## src/rtl/tetris_pkg.sv

```systemverilog
// Shared Tetris constants: clear-controller state codes, board geometry defaults,
// the main FSM's "no row" code and the line-clear points table.
package tetris_pkg;

  localparam int ROWS_DEF = 11;
  localparam int COLS_DEF = 8;

  localparam logic [3:0] NO_ROW = 4'(ROWS_DEF);

  localparam logic [2:0] S_IDLE  = 3'd0;
  localparam logic [2:0] S_READ  = 3'd1;
  localparam logic [2:0] S_CHECK = 3'd2;
  localparam logic [2:0] S_FILL  = 3'd3;
  localparam logic [2:0] S_FIN   = 3'd4;

  // Classic scoring curve: more lines in one pass earn disproportionately more.
  function automatic logic [3:0] points(input logic [7:0] n);
    case (n)
      8'd0:    points = 4'd0;
      8'd1:    points = 4'd1;
      8'd2:    points = 4'd3;
      8'd3:    points = 4'd5;
      default: points = 4'd8;
    endcase
  endfunction

endpackage

```

## src/rtl/line_score_acc.sv

```systemverilog
// Saturating score accumulator; adds points(lines_i) on the cycle add_en_i is high,
// result visible the following cycle. Cleared only by restart.
module line_score_acc
  import tetris_pkg::*;
#(
  parameter int AW = 4
) (
  input  logic          clka,
  input  logic          restart,
  input  logic          add_en_i,
  input  logic [AW-1:0] lines_i,
  output logic [15:0]   score_o
);

  logic [15:0] score_q, score_d;
  logic [16:0] sum;

  always_comb begin
    sum     = {1'b0, score_q} + {13'b0, points(8'(lines_i))};
    score_d = score_q;
    if (add_en_i) begin
      score_d = sum[16] ? 16'hFFFF : sum[15:0];
    end
  end

  always_ff @(posedge clka) begin
    if (restart) begin
      score_q <= '0;
    end else begin
      score_q <= score_d;
    end
  end

  assign score_o = score_q;

endmodule

```

## src/rtl/line_clear_ctrl.sv

```systemverilog
// Board line-clear sequencer: scan rows bottom-up, drop full rows, compact, zero-fill top.
// Pass takes 2*ROWS+k+1 cycles (k = rows removed); no backpressure. LINE_SCORE_EN adds score.
module line_clear_ctrl
  import tetris_pkg::*;
#(
  parameter int ROWS = ROWS_DEF,
  parameter int COLS = COLS_DEF,
  parameter int AW   = 4
) (
  input  logic            clka,
  input  logic            restart,
  input  logic            start,
  output logic            busy,
  output logic            done,
  output logic [AW-1:0]   lines_cleared,
  output logic            rd_en,
  output logic [AW-1:0]   rd_addr,
  input  logic [COLS-1:0] rd_data,
  output logic            wr_en,
  output logic [AW-1:0]   wr_addr,
  output logic [COLS-1:0] wr_data
`ifdef LINE_SCORE_EN
  ,
  output logic [15:0]     score
`endif
);

  localparam logic [AW-1:0] LAST = AW'(ROWS - 1);
  localparam logic [AW-1:0] ONE  = AW'(1);

  logic [2:0]    state_q, state_d;
  logic [AW-1:0] rd_ptr_q, rd_ptr_d;
  logic [AW-1:0] wr_ptr_q, wr_ptr_d;
  logic [AW-1:0] count_q, count_d;
  logic [AW-1:0] lines_q;

  always_comb begin
    state_d  = state_q;
    rd_ptr_d = rd_ptr_q;
    wr_ptr_d = wr_ptr_q;
    count_d  = count_q;
    rd_en    = 1'b0;
    rd_addr  = '0;
    wr_en    = 1'b0;
    wr_addr  = '0;
    wr_data  = '0;
    done     = 1'b0;
    case (state_q)
      S_IDLE: begin
        if (start) begin
          rd_ptr_d = '0;
          wr_ptr_d = '0;
          count_d  = '0;
          state_d  = S_READ;
        end
      end
      S_READ: begin
        rd_en   = 1'b1;
        rd_addr = rd_ptr_q;
        state_d = S_CHECK;
      end
      S_CHECK: begin
        rd_ptr_d = rd_ptr_q + ONE;
        if (&rd_data) begin
          count_d = count_q + ONE;
        end else begin
          // A surviving row already in place needs no rewrite.
          if (wr_ptr_q != rd_ptr_q) begin
            wr_en   = 1'b1;
            wr_addr = wr_ptr_q;
            wr_data = rd_data;
          end
          wr_ptr_d = wr_ptr_q + ONE;
        end
        if (rd_ptr_q == LAST) begin
          state_d = (count_d == '0) ? S_FIN : S_FILL;
        end else begin
          state_d = S_READ;
        end
      end
      S_FILL: begin
        wr_en    = 1'b1;
        wr_addr  = wr_ptr_q;
        wr_ptr_d = wr_ptr_q + ONE;
        if (wr_ptr_q == LAST) begin
          state_d = S_FIN;
        end
      end
      S_FIN: begin
        done    = 1'b1;
        state_d = S_IDLE;
      end
      default: state_d = S_IDLE;
    endcase
  end

  always_ff @(posedge clka) begin
    if (restart) begin
      state_q  <= S_IDLE;
      rd_ptr_q <= '0;
      wr_ptr_q <= '0;
      count_q  <= '0;
      lines_q  <= '0;
    end else begin
      state_q  <= state_d;
      rd_ptr_q <= rd_ptr_d;
      wr_ptr_q <= wr_ptr_d;
      count_q  <= count_d;
      // Loaded on entry to FIN so the result is valid alongside done.
      if (state_d == S_FIN) begin
        lines_q <= count_d;
      end
    end
  end

  assign busy          = (state_q == S_READ) || (state_q == S_CHECK) || (state_q == S_FILL);
  assign lines_cleared = lines_q;

`ifdef LINE_SCORE_EN
  line_score_acc #(.AW(AW)) u_score (
    .clka     (clka),
    .restart  (restart),
    .add_en_i (done),
    .lines_i  (count_q),
    .score_o  (score)
  );
`endif

endmodule
```

## config.mk

```make
export PLATFORM = sky130hd
export DESIGN_NAME = line_clear_ctrl
export DESIGN_NICKNAME = d
export VERILOG_FILES = /design/src/rtl/tetris_pkg.sv /design/src/rtl/line_score_acc.sv /design/src/rtl/line_clear_ctrl.sv
export SDC_FILE = /design/constraint.sdc
export NUM_CORES = 1
export LEC_CHECK = 0
export BUFFER_PORTS_ARGS = -buffer_cell sky130_fd_sc_hd__buf_2
export CAP_MARGIN = 25
export CORE_MARGIN = 5
export CORE_UTILIZATION = 39
export DETAILED_ROUTE_END_ITERATION = 6
export PLACE_DENSITY = 0.65
export RECOVER_POWER = 100
export SLEW_MARGIN = 0
export SYNTH_ARGS = -nofsm -noshare
export SYNTH_HDL_FRONTEND = slang
export SYNTH_SLANG_ARGS = --single-unit
export TNS_END_PERCENT = 1
```

## constraint.sdc

```tcl
create_clock -name clka -period 3.04 [get_ports clka]
set_clock_uncertainty 0.2 [all_clocks]
set_input_delay 0.304 -clock clka [delete_from_list [all_inputs] [get_ports clka]]
set_output_delay 0.304 -clock clka [all_outputs]
set_load 0.03 [all_outputs]
```

# --- Word level (Yosys, flattened, before mapping) ---
# Index checks and enable logic that the tools add are counted.
op_classes:
  add_sub_neg: 3
  eq_ne: 10
  n_mux: 25
  reduce_logical: 9
ops:
  columns: ["cell", "count"]
  rows:
  - ["4-bit 2-to-1 mux", 8]
  - ["8-bit 2-to-1 mux", 3]
  - ["4-bit case mux with 2 select lines", 3]
  - ["4-bit by 1-bit adder with 4-bit output, second input constant", 3]
  - ["3-bit 2-to-1 mux", 4]
  - ["3-bit case mux with 4 select lines", 1]
  - ["4-bit case mux with 3 select lines", 1]
  - ["4-bit equality test, second input constant", 2]
  - ["8-bit AND reduction", 1]
  - ["3-bit by 2-bit equality test with 1-bit output, second input constant", 2]
  - ["3-bit equality test, second input constant", 2]
  - ["4-bit zero test", 1]
  - ["1-bit 2-to-1 mux", 4]
  - ["2-bit != test, second input constant", 2]
  - ["4-bit != test", 1]
  - ["3-bit by 1-bit equality test with 1-bit output, second input constant", 1]
  - ["3-bit zero test", 1]
  - ["3-bit AND reduction", 1]
  - ["3-bit nonzero test", 1]
  - ["1-bit logical OR", 2]
  - ["1-bit case mux with 2 select lines", 1]
  - ["2-bit AND reduction", 1]
  - ["2-bit nonzero test", 1]
word_totals:
  register_bits: 19
  input_bits: 11
  output_inout_bits: 24
  elab_cells: 52

# --- Logic depth before layout (Yosys ltp) ---
# Gate-level depths: netlist of the first run.
depth:
  depth_word: 8
  mapped_depth: 7
  depth_no_buf: 6

# --- Worst setup path after synthesis of the first run ---
# OpenSTA, ideal clock, no wires.
synth_timing:
  kind: "register -> output"
  start: "register state_q[1]"
  end: "output wr_addr[1]"
  t_arrival_ns: 1.962
  t_required_ns: 2.536
  slack_ns: 0.574
  path_stages_with_launch: 7
  n_path_buf: 2
  path_cell_list: "dfxtp_1 buf_6 or3b_1 buf_6 nor3_1 nor2b_1 nor2b_1"
synth_between:
  elab_chain_cells: 2
  word_cells_on_any_way: 3
  cone_classes: "eq/ne: 2; mux: 1"
synth_rtl:
  columns: ["element", "line", "text"]
  rows:
  - ["start: declaration", "line_clear_ctrl.sv:31", "logic [2:0] state_q, state_d;"]
  - ["start signal: assignment", "line_clear_ctrl.sv:105", "state_q <= state_d;"]
  - ["3-bit by 2-bit equality test with 1-bit output", "line_clear_ctrl.sv:48", "case (state_q)"]
  - ["4-bit case mux with 2 select lines (*)", "line_clear_ctrl.sv:48", null]
  - ["end: declaration", "line_clear_ctrl.sv:20", "output logic [AW-1:0] wr_addr,"]
# Mark *: on every way between the ends. The rest lies on a longest branch, timed or not.

# --- Worst setup path in the final report of the first run ---
layout_timing:
  start: "register state_q[1]"
  end: "output wr_addr[3]"
# Same word-level chain as after synthesis.

==> results.sh, run 1 <==
export IMPL_status="finished, final reports clean"
export IMPL_ys_top_cells_by_area="dfxtp_1 (32%), and2_1 (6.2%), nor2_1 (5.3%)"
export IMPL_drcViolationCount=0
export IMPL_crit_top_cell="nor2b_1"
export IMPL_finalMaxSlewViolations=0
export IMPL_relSlewSlack_pct=44.7
export IMPL_rsz0062_at_grt="false"
export IMPL_max_clock_freq_mhz=360
export IMPL_dp_hpwl_um=2320
export IMPL_syn_to_final_growth_pct=15.0
export IMPL_synth_top_area_cell="dfxtp_1"
export IMPL_synth_top_area_share_pct=31.6
export IMPL_max_cap_violations=0
export IMPL_wire_per_inst_um=13.6
export IMPL_clkTransAtPathRegs_ns=0.11
export IMPL_cts_root_buf="clkbuf_4"
export IMPL_antenna_found_initial=0
export IMPL_cp_top_family="simple AND/OR/NAND/NOR gates"
export IMPL_start_util_pct=40.0
export IMPL_ys_ff_latch=19
export IMPL_drive_above_1_share_pct=12.2
export IMPL_syn_nets=164
export IMPL_worst_slack_ns=0.265
export IMPL_fin_cells=214
export IMPL_fin_util_pct=46.0
export IMPL_place_gp_congestion=0.803
export IMPL_grt_pass1_vias=1114
export IMPL_ir_drop_uv=214
export IMPL_die_x_um=65.5
export IMPL_finalSetupViolations=0
export IMPL_dieHeight_um=65.5
export IMPL_final_setup_tns_ns=0
export IMPL_ys_seq_area_share_pct=31.6
export IMPL_finalHoldViolCount=0
export IMPL_cts_max_path_buffers=2
export IMPL_timing_final_crit_share_pct=91.3
export IMPL_post_place_ws_ns=0.386
export IMPL_cts_tree="built"
export IMPL_yosysMostFrequentCell="dfxtp_1"
export IMPL_reg2reg_from="state_q[1]"
export IMPL_synth_area_mm2=0.00120
export IMPL_yosys_warnings=0
export IMPL_grt_max_degree=15
export IMPL_via_per_inst=5.29
export IMPL_synth_distinct_cells=37
export IMPL_cp_startpoint="state_q[1]"
export IMPL_cts_sinks=19
export IMPL_crit_fanout=9
export IMPL_finalCriticalPeriod_ns=2.77
export IMPL_worstMarginPinSlew_ns=0.821
export IMPL_io_buffers=34
export IMPL_layout_nets=198
export IMPL_hold_path_startpoint="restart"
export IMPL_ys_async_sr_fraction_pct=0
export IMPL_power_density_mw_per_mm2=331
export IMPL_first_pass_iters=4
export IMPL_avgSynthCellArea_um2=8.12
export IMPL_synth_ff_type="dfxtp_1"
export IMPL_cts_made_buffers=3
export IMPL_hold_class="input port to register"
export IMPL_die_area_mm2=0.00429
export IMPL_cp_start_kind="register"
export IMPL_grt_usage_pct=14.7
export IMPL_pin_count=35
export IMPL_cts_htree_levels=1
export IMPL_p_leak_nw=0.570
export IMPL_grt_pass1_wl_um=5000
export IMPL_cp_cell_sequence="or3b_1 -> nor3_2 -> nor2b_1 -> nor2b_1 -> clkbuf_2"
export IMPL_criticalPathCategory="register to primary output"
export IMPL_endpoint_kind="primary output"
export IMPL_dp_cells=210
export IMPL_wirelength_um=2910
export IMPL_fp_coreArea_mm2=0.00300
export IMPL_rows=20
export IMPL_arrival_ns=2.27
export IMPL_diodes=0
export IMPL_first_iter_violations=78
export IMPL_grt_ovfl_total=0
export IMPL_required_ns=2.54
export IMPL_synthTopCellsByCount="dfxtp_1 (19), nor2_1 (17), and2_1 (12)"
export IMPL_netlist_instances=148
export IMPL_slowest_stage="or3b_1"
export IMPL_synth_edf_count=0
export IMPL_postCtsSetupBuffers=0
export IMPL_path_buf_inv=1
export IMPL_cpPeakStageDelay_ns=0.52
export IMPL_clk_latency_ns=0.29
export IMPL_vias=1131
export IMPL_antenna_left=0
==> metrics by stage <==
stage | hold WS [ns] | power (mW) | instance area, µm²
2_1_floorplan | 0.288 | 0.314 | 1200
3_3_place_gp | 0.329 | 0.334 | 1380
3_5_place_dp | 0.335 | 0.336 | 1380
4_1_cts | 0.141 | 0.465 | 1410
5_1_grt | 0.182 | 0.482 | 1380
6_report | 0.142 | 0.458 | 1380
==> repair_timing <==
action | in CTS | in global routing
hold buffers | 0 | 0
resized for setup | 0 | 1
endpoints found under the setup margin | 0 | 6
==> per-layer routing <==
metal | share of wire, % | routed length, µm | track usage, % | vias up
li1 | - | - | - | 584
met1 | 45 | 1300 | 16.5 | 521
met2 | 50 | 1460 | 27.7 | 24
met3 | 4.5 | 130 | 3.08 | 2
met4 | 0.72 | 21 | 3.89 | 0
met5 | 0 | 0 | 0 | -
==> final cells by class <==
class / count / area, µm²
fill: 311 / 1620
multi-input combinational: 117 / 762
sequential: 19 / 380
timing repair buffer: 34 / 146
tap: 33 / 41.3
clock buffer: 4 / 26.3
inverter: 7 / 26.3
==> cell usage in the layout (no fill, tap or decap), types with 2 or more instances in the layout <==
cell      Yosys  layout
a211oi_1      3       4
a21oi_1       8       8
a31oi_1       5       5
and2_1       12      12
and3_1        2       2
and4_1        2       2
buf_2         0      10
clkbuf_1      3      20
clkbuf_2      0       5
clkbuf_4      0       3
dfxtp_1      19      19
ha_1          5       5
inv_1         7       7
mux2_1        4       4
mux2i_1       2       2
nand2_1       4       4
nand3_1       5       5
nand3b_1      3       3
nand4_1       2       2
nor2_1       17      17
nor2b_1       8       8
nor3_1        6       5
nor4_1        2       2
o21ai_0       4       5
o31ai_1       2       2
or2_2         2       2
xnor2_1       3       3
xor2_1        5       5
==> path summary, 6_finish.rpt <==
kind	end	slack [ns]	cells past startpoint
setup / recovery	wr_addr[3]	0.27	5
hold / removal	wr_ptr_q[1]	0.14	2
setup reg to reg	lines_cleared[0]	0.69	5
hold reg to reg	count_q[3]	0.35	2
==> cell families (layout without fill, tap and decap cells) <==
| logic type | Yosys count | in the layout | synth area share, % |
|---|---|---|---|
| and+or+nand+nor | 68 | 68 | 30.8 |
| adders and majority gates | 5 | 5 | 5.20 |
| xor gates and xnor gates | 8 | 8 | 5.83 |
| buffers and inverters | 12 | 45 | 4.99 |
| muxes | 6 | 6 | 5.41 |
| AOI/OAI and AO/OA | 30 | 30 | 16.1 |
| DFF | 19 | 19 | 31.6 |
==> sequential cells by signal (all words and copies together), names as in the netlist <==
register,cells
rd_ptr_q,4
state_q,3
count_q,4
lines_cleared,4
wr_ptr_q,4
==> worst reg2reg max path, cell delays in order, from the launching register on <==
cell      delay [ns]
dfxtp_1         0.50
or3b_1          0.52
nor3_1          0.50
nor2_1          0.09
a211oi_1        0.31
mux2_1          0.19
==> power by group <==
group / switching [mW] / internal (mW)
logic: 0.0451 / 0.0223
clock network: 0.0774 / 0.0510
registers: 0.00867 / 0.253
total: 0.131 / 0.327
(Power assumes the default switching activity.)
==> inputs of run 2 (changes only) <==
Clock period 3.04 ns to 2.64 ns, I/O delays scaled along.
==> run 2 against run 1 <==
Routed wire length up 3.8%; global-route usage up 0.36 points; sequential power up 15%; highest routed layer unchanged.
==> results.sh, run 2 (synthesized netlist as in run 1, its figures left out) <==
export IMPL_status="finished, final reports clean"
export IMPL_criticalPathCategory="register to primary output"
export IMPL_arrival_ns=2.03
export IMPL_pin_count=35
export IMPL_fin_util_pct=47.0
export IMPL_worstMarginPinSlew_ns=0.797
export IMPL_seqCellArea_um2=382
export IMPL_cts_max_path_buffers=2
export IMPL_max_cap_violations=0
export IMPL_dp_hpwl_um=2380
export IMPL_place_gp_congestion=0.866
export IMPL_required_ns=2.18
export IMPL_first_iter_violations=36
export IMPL_cts_tree="built"
export IMPL_cts_root_buf="clkbuf_4"
export IMPL_cts_sinks=19
export IMPL_grt_pass1_wl_um=5120
export IMPL_die_area_mm2=0.00429
export IMPL_max_clock_freq_mhz=401
export IMPL_wirelength_um=3020
export IMPL_rows=20
export IMPL_via_per_inst=5.41
export IMPL_clk_latency_ns=0.30
export IMPL_io_buffers=34
export IMPL_relSlewSlack_pct=46.3
export IMPL_cp_start_kind="register"
export IMPL_fp_coreArea_mm2=0.00300
export IMPL_pwr_share_comb_pct=14.6
export IMPL_die_x_um=65.5
export IMPL_power_density_mw_per_mm2=382
export IMPL_clkPwrFrac_pct=29.3
export IMPL_finalHoldViolCount=0
export IMPL_whs_ns=0.0996
export IMPL_diodes=0
export IMPL_finalCriticalPeriod_ns=2.49
export IMPL_start_util_pct=40.0
export IMPL_cts_htree_levels=1
export IMPL_grt_ovfl_total=0
export IMPL_p_switching_mw=0.163
export IMPL_total_power_mw=0.539
export IMPL_mostFrequentLayoutCells="dfxtp_1 (18), nor2_1 (17), and2_1 (12), buf_2 (12)"
export IMPL_finalSetupViolations=0
export IMPL_clkTransAtPathRegs_ns=0.12
export IMPL_finalMaxSlewViolations=0
export IMPL_syn_to_final_growth_pct=17.5
export IMPL_p_leak_nw=0.610
export IMPL_antenna_left=0
export IMPL_layout_nets=200
export IMPL_rsz0062_at_grt="false"
export IMPL_final_setup_tns_ns=0
export IMPL_grt_max_degree=15
export IMPL_ir_drop_uv=322
export IMPL_dieHeight_um=65.5
export IMPL_cts_hold_buffers_added=0
export IMPL_nFillCells=308
export IMPL_cpPeakStageDelay_ns=0.55
export IMPL_internal_power_mw=0.376
export IMPL_layout_commonest_cell="dfxtp_1"
export IMPL_cts_made_buffers=3
export IMPL_wire_per_inst_um=14.0
export IMPL_cp_cell_sequence="or3b_1 -> nor3_2 -> buf_4 -> and2_1 -> clkbuf_2"
export IMPL_hold_class="input port to register"
export IMPL_multi_input_area_um2=762
export IMPL_seqPwrFrac_pct=56.1
export IMPL_timing_final_crit_share_pct=94.4
export IMPL_drcViolationCount=0
export IMPL_grt_usage_pct=15.1
export IMPL_grt_pass1_vias=1140
export IMPL_antenna_found_initial=0
export IMPL_endpoint_kind="primary output"
export IMPL_first_pass_iters=4
export IMPL_crit_fanout=11
export IMPL_slowest_stage="or3b_1"
export IMPL_netSwitchingFraction_pct=30.2
export IMPL_drive_above_1_share_pct=18.6
export IMPL_vias=1169
-- run 2: cell count changes in the layout (fill, tap and decap cells not counted) --
| cell | delta |
|---|---|
| dfxtp_2 | +1 |
| clkinvlp_4 | +1 |
| buf_2 | +2 |
| clkbuf_2 | +6 |
| dfxtp_1 | -1 |
| buf_4 | +2 |
| clkbuf_1 | -9 |
-- run 2: repair_timing --
action / 4_1_cts / 5_1_grt
gates resized for setup: 0 / 2
setup endpoints to repair: 0 / 13
buffers inserted: 0 / 0
-- run 2: metrics by stage --
step                worst slack (ns)  instance area [µm²]  std cells
CTS                           0.0568                 1430        216
global placement               0.447                 1400        212
finish                         0.147                 1410        216
global route                 0.00652                 1410        216
floorplan                      0.214                 1200        148
detailed placement             0.370                 1400        212
-- run 2: power by group through the flow --
stage	combinational (mW)	clock (mW)	sequential [mW]
after floorplan	0.0594	0	0.302
after global placement	0.0781	0	0.308
after detailed placement	0.0797	0	0.308
after CTS	0.0800	0.164	0.302
after global routing	0.0883	0.181	0.304
final	0.0789	0.158	0.302
-- run 2: area by class of cell --
class | count | share of cell area, %
Multi-Input combinational cell | 117 | 53.9
Sequential cell | 19 | 27.0
Timing Repair Buffer | 36 | 12.1
Tap cell | 33 | 2.92
Inverter | 7 | 1.86
Clock buffer | 3 | 1.59
Clock inverter | 1 | 0.531
-- run 2: path summary, 6_finish.rpt --
path | from | end | slack, ns | cells after the start
worst max register to register | state_q[0] | lines_cleared[2] | 0.37 | 4
worst min register to register | count_q[3] | count_q[3] | 0.34 | 2
worst max-delay path | state_q[0] | wr_data[3] | 0.15 | 5
worst min-delay path | start | state_q[0] | 0.1 | 3
-- run 2: critical path, delay by kind of cell, from the launching register on --
| kind | cells | cell delay (ns) |
|---|---|---|
| and+or+nand+nor | 3 | 0.93 |
| DFF | 1 | 0.43 |
| buffers and inverters | 2 | 0.37 |
-- run 2: per-layer routing --
| metal | wire, µm | global-route usage (%) | up-vias |
|---|---|---|---|
| met1 | 1330 | 17.6 | 552 |
| li1 | - | - | 589 |
| met4 | 19 | 4.40 | 0 |
| met5 | 0 | 0 | - |
| met3 | 158 | 4.27 | 2 |
| met2 | 1520 | 26.5 | 26 |
==> inputs of run 3 (changes only) <==
Settings changed: CTS_CLUSTER_DIAMETER set to 30, RECOVER_POWER 100 to unset.
Clock period 2.64 ns to 2.8 ns, I/O delays scaled along.
==> run 3 against run 2 <==
Sequential power down 6%; hold slack better by 0.018 ns; register-to-register slack gained 0.14 ns; sequential share of layout area down 0.18 points; global-route usage decreased by 0.43 points; sequential cell count unchanged; critical path type unchanged; clock-buffer cell count unchanged; clock power is 9% lower; total power fell by 6.9%; setup slack improved by 0.063 ns; first-iteration DRC count grew 110%; combinational power is 5.8% lower.
==> results.sh, run 3 (synthesized netlist as in run 1, its figures left out) <==
export IMPL_status="finished, final reports clean"
export IMPL_cts_hold_buffers_added=0
export IMPL_crit_fanout=9
export IMPL_dp_cells=211
export IMPL_worstMarginPinSlew_ns=0.510
export IMPL_cts_root_buf="clkbuf_4"
export IMPL_wirelength_um=2830
export IMPL_design_area_mm2=0.00142
export IMPL_finalHoldViolCount=0
export IMPL_reg2reg_depth=4
export IMPL_required_ns=2.32
export IMPL_criticalPathCategory="register to primary output"
export IMPL_postCtsSetupBuffers=0
export IMPL_cts_sinks=19
export IMPL_grt_ovfl_total=0
export IMPL_grt_pass1_vias=1066
export IMPL_reg2reg_to="lines_cleared[0]"
export IMPL_max_clock_freq_mhz=386
export IMPL_syn_to_final_growth_pct=17.9
export IMPL_layout_nets=199
export IMPL_holdPathStages=2
export IMPL_cp_top_family="simple AND/OR/NAND/NOR gates"
export IMPL_start_util_pct=40.0
export IMPL_cts_resized_gates=0
export IMPL_final_setup_tns_ns=0
export IMPL_nFillCells=315
export IMPL_cts_tree="built"
export IMPL_place_gp_congestion=0.837
export IMPL_fin_cells=215
export IMPL_arrival_ns=2.11
export IMPL_ir_drop_uv=274
export IMPL_p_switching_mw=0.147
export IMPL_timing_final_crit_share_pct=92.5
export IMPL_post_place_ws_ns=0.523
export IMPL_finalCriticalPeriod_ns=2.59
export IMPL_mostFrequentLayoutCells="buf_2 (34), dfxtp_1 (19), nor2_1 (17), and2_1 (12)"
export IMPL_power_density_mw_per_mm2=354
export IMPL_die_area_mm2=0.00429
export IMPL_antenna_left=0
export IMPL_total_power_mw=0.502
export IMPL_grt_pass1_wl_um=4930
export IMPL_grt_max_degree=15
export IMPL_seqCellArea_um2=380
export IMPL_worst_slack_ns=0.210
export IMPL_fp_coreArea_mm2=0.00300
export IMPL_cp_cell_sequence="or3b_1 -> nor3_1 -> buf_4 -> nor2b_1 -> nor2b_1 -> buf_2"
export IMPL_drive_above_1_share_pct=23.6
export IMPL_netSwitchingFraction_pct=29.2
export IMPL_clkPwrFrac_pct=28.6
export IMPL_path_buf_inv=2
export IMPL_cts_htree_levels=1
export IMPL_dp_hpwl_um=2310
export IMPL_first_iter_violations=76
export IMPL_hold_end="wr_ptr_q[1]"
export IMPL_fin_util_pct=47.2
export IMPL_p_leak_nw=0.661
export IMPL_relSlewSlack_pct=65.8
export IMPL_reg2reg_from="state_q[1]"
export IMPL_via_per_inst=5.32
export IMPL_hold_path_startpoint="restart"
export IMPL_seqPwrFrac_pct=56.6
export IMPL_layout_commonest_cell="buf_2"
export IMPL_hold_class="input port to register"
export IMPL_whs_ns=0.118
export IMPL_pin_count=35
export IMPL_io_buffers=34
export IMPL_crit_top_cell="nor2b_1"
export IMPL_vias=1143
export IMPL_slowest_stage="or3b_1"
export IMPL_wire_per_inst_um=13.2
export IMPL_drcViolationCount=0
export IMPL_first_pass_iters=4
export IMPL_internal_power_mw=0.355
export IMPL_max_cap_violations=0
export IMPL_clkTransAtPathRegs_ns=0.11
export IMPL_cts_max_path_buffers=2
export IMPL_cp_start_kind="register"
export IMPL_cpPeakStageDelay_ns=0.51
export IMPL_endpoint_kind="primary output"
export IMPL_cts_made_buffers=3
export IMPL_grt_usage_pct=14.6
export IMPL_die_x_um=65.5
export IMPL_dieHeight_um=65.5
export IMPL_place_area_mm2=0.00139
export IMPL_pwr_share_comb_pct=14.8
export IMPL_multi_input_area_um2=762
export IMPL_rows=20
export IMPL_diodes=0
export IMPL_finalSetupViolations=0
export IMPL_clk_latency_ns=0.30
export IMPL_finalMaxSlewViolations=0
export IMPL_reg2reg_slack_ns=0.51
export IMPL_rsz0062_at_grt="false"
export IMPL_antenna_found_initial=0
export IMPL_path_depth=6
## run 3: cell count changes in the layout (fill, tap and decap cells not counted), sizes merged
cell and change:
clkbuf -22, buf +21
## run 3: area by class of cell
cell class                 instances  area share [%]
tap                               33            2.91
sequential                        19            26.8
clock inverter                     1           0.530
inverter                           7            1.85
timing repair buffer              35            12.5
clock buffer                       3            1.59
multi-input combinational        117            53.8
## run 3: power groups by stage
| stage | Sequential [mW] | Clock (mW) | Combinational, mW |
|---|---|---|---|
| finish | 0.284 | 0.144 | 0.0743 |
| global route | 0.286 | 0.164 | 0.0844 |
| CTS | 0.284 | 0.153 | 0.0748 |
| detailed placement | 0.291 | 0 | 0.0743 |
| global placement | 0.290 | 0 | 0.0737 |
| floorplan | 0.285 | 0 | 0.0560 |
## run 3: worst max-delay path by stage
stage / startpoint / end
final: state_q[1] / wr_addr[2]
after global routing: wr_ptr_q[2] / wr_addr[2]
after CTS: state_q[1] / wr_addr[2]
after detailed placement: state_q[1] / lines_cleared[0]
after global placement: state_q[1] / lines_cleared[1]
after floorplan: state_q[1] / wr_addr[1]
## run 3: routing by layer
layer	vias up	GRT usage [%]	wire length, µm
li1	586	-	-
met5	-	0	0
met2	31	27.3	1450
met1	524	16.7	1200
met3	2	3.93	163
met4	0	2.33	15
## run 3: worst reg2reg max path, delay by kind of cell (launching register included)
kind            cells  cell delay, ns
compound gates      1            0.36
flops               1            0.49
mux                 1            0.34
simple gates        2            0.79
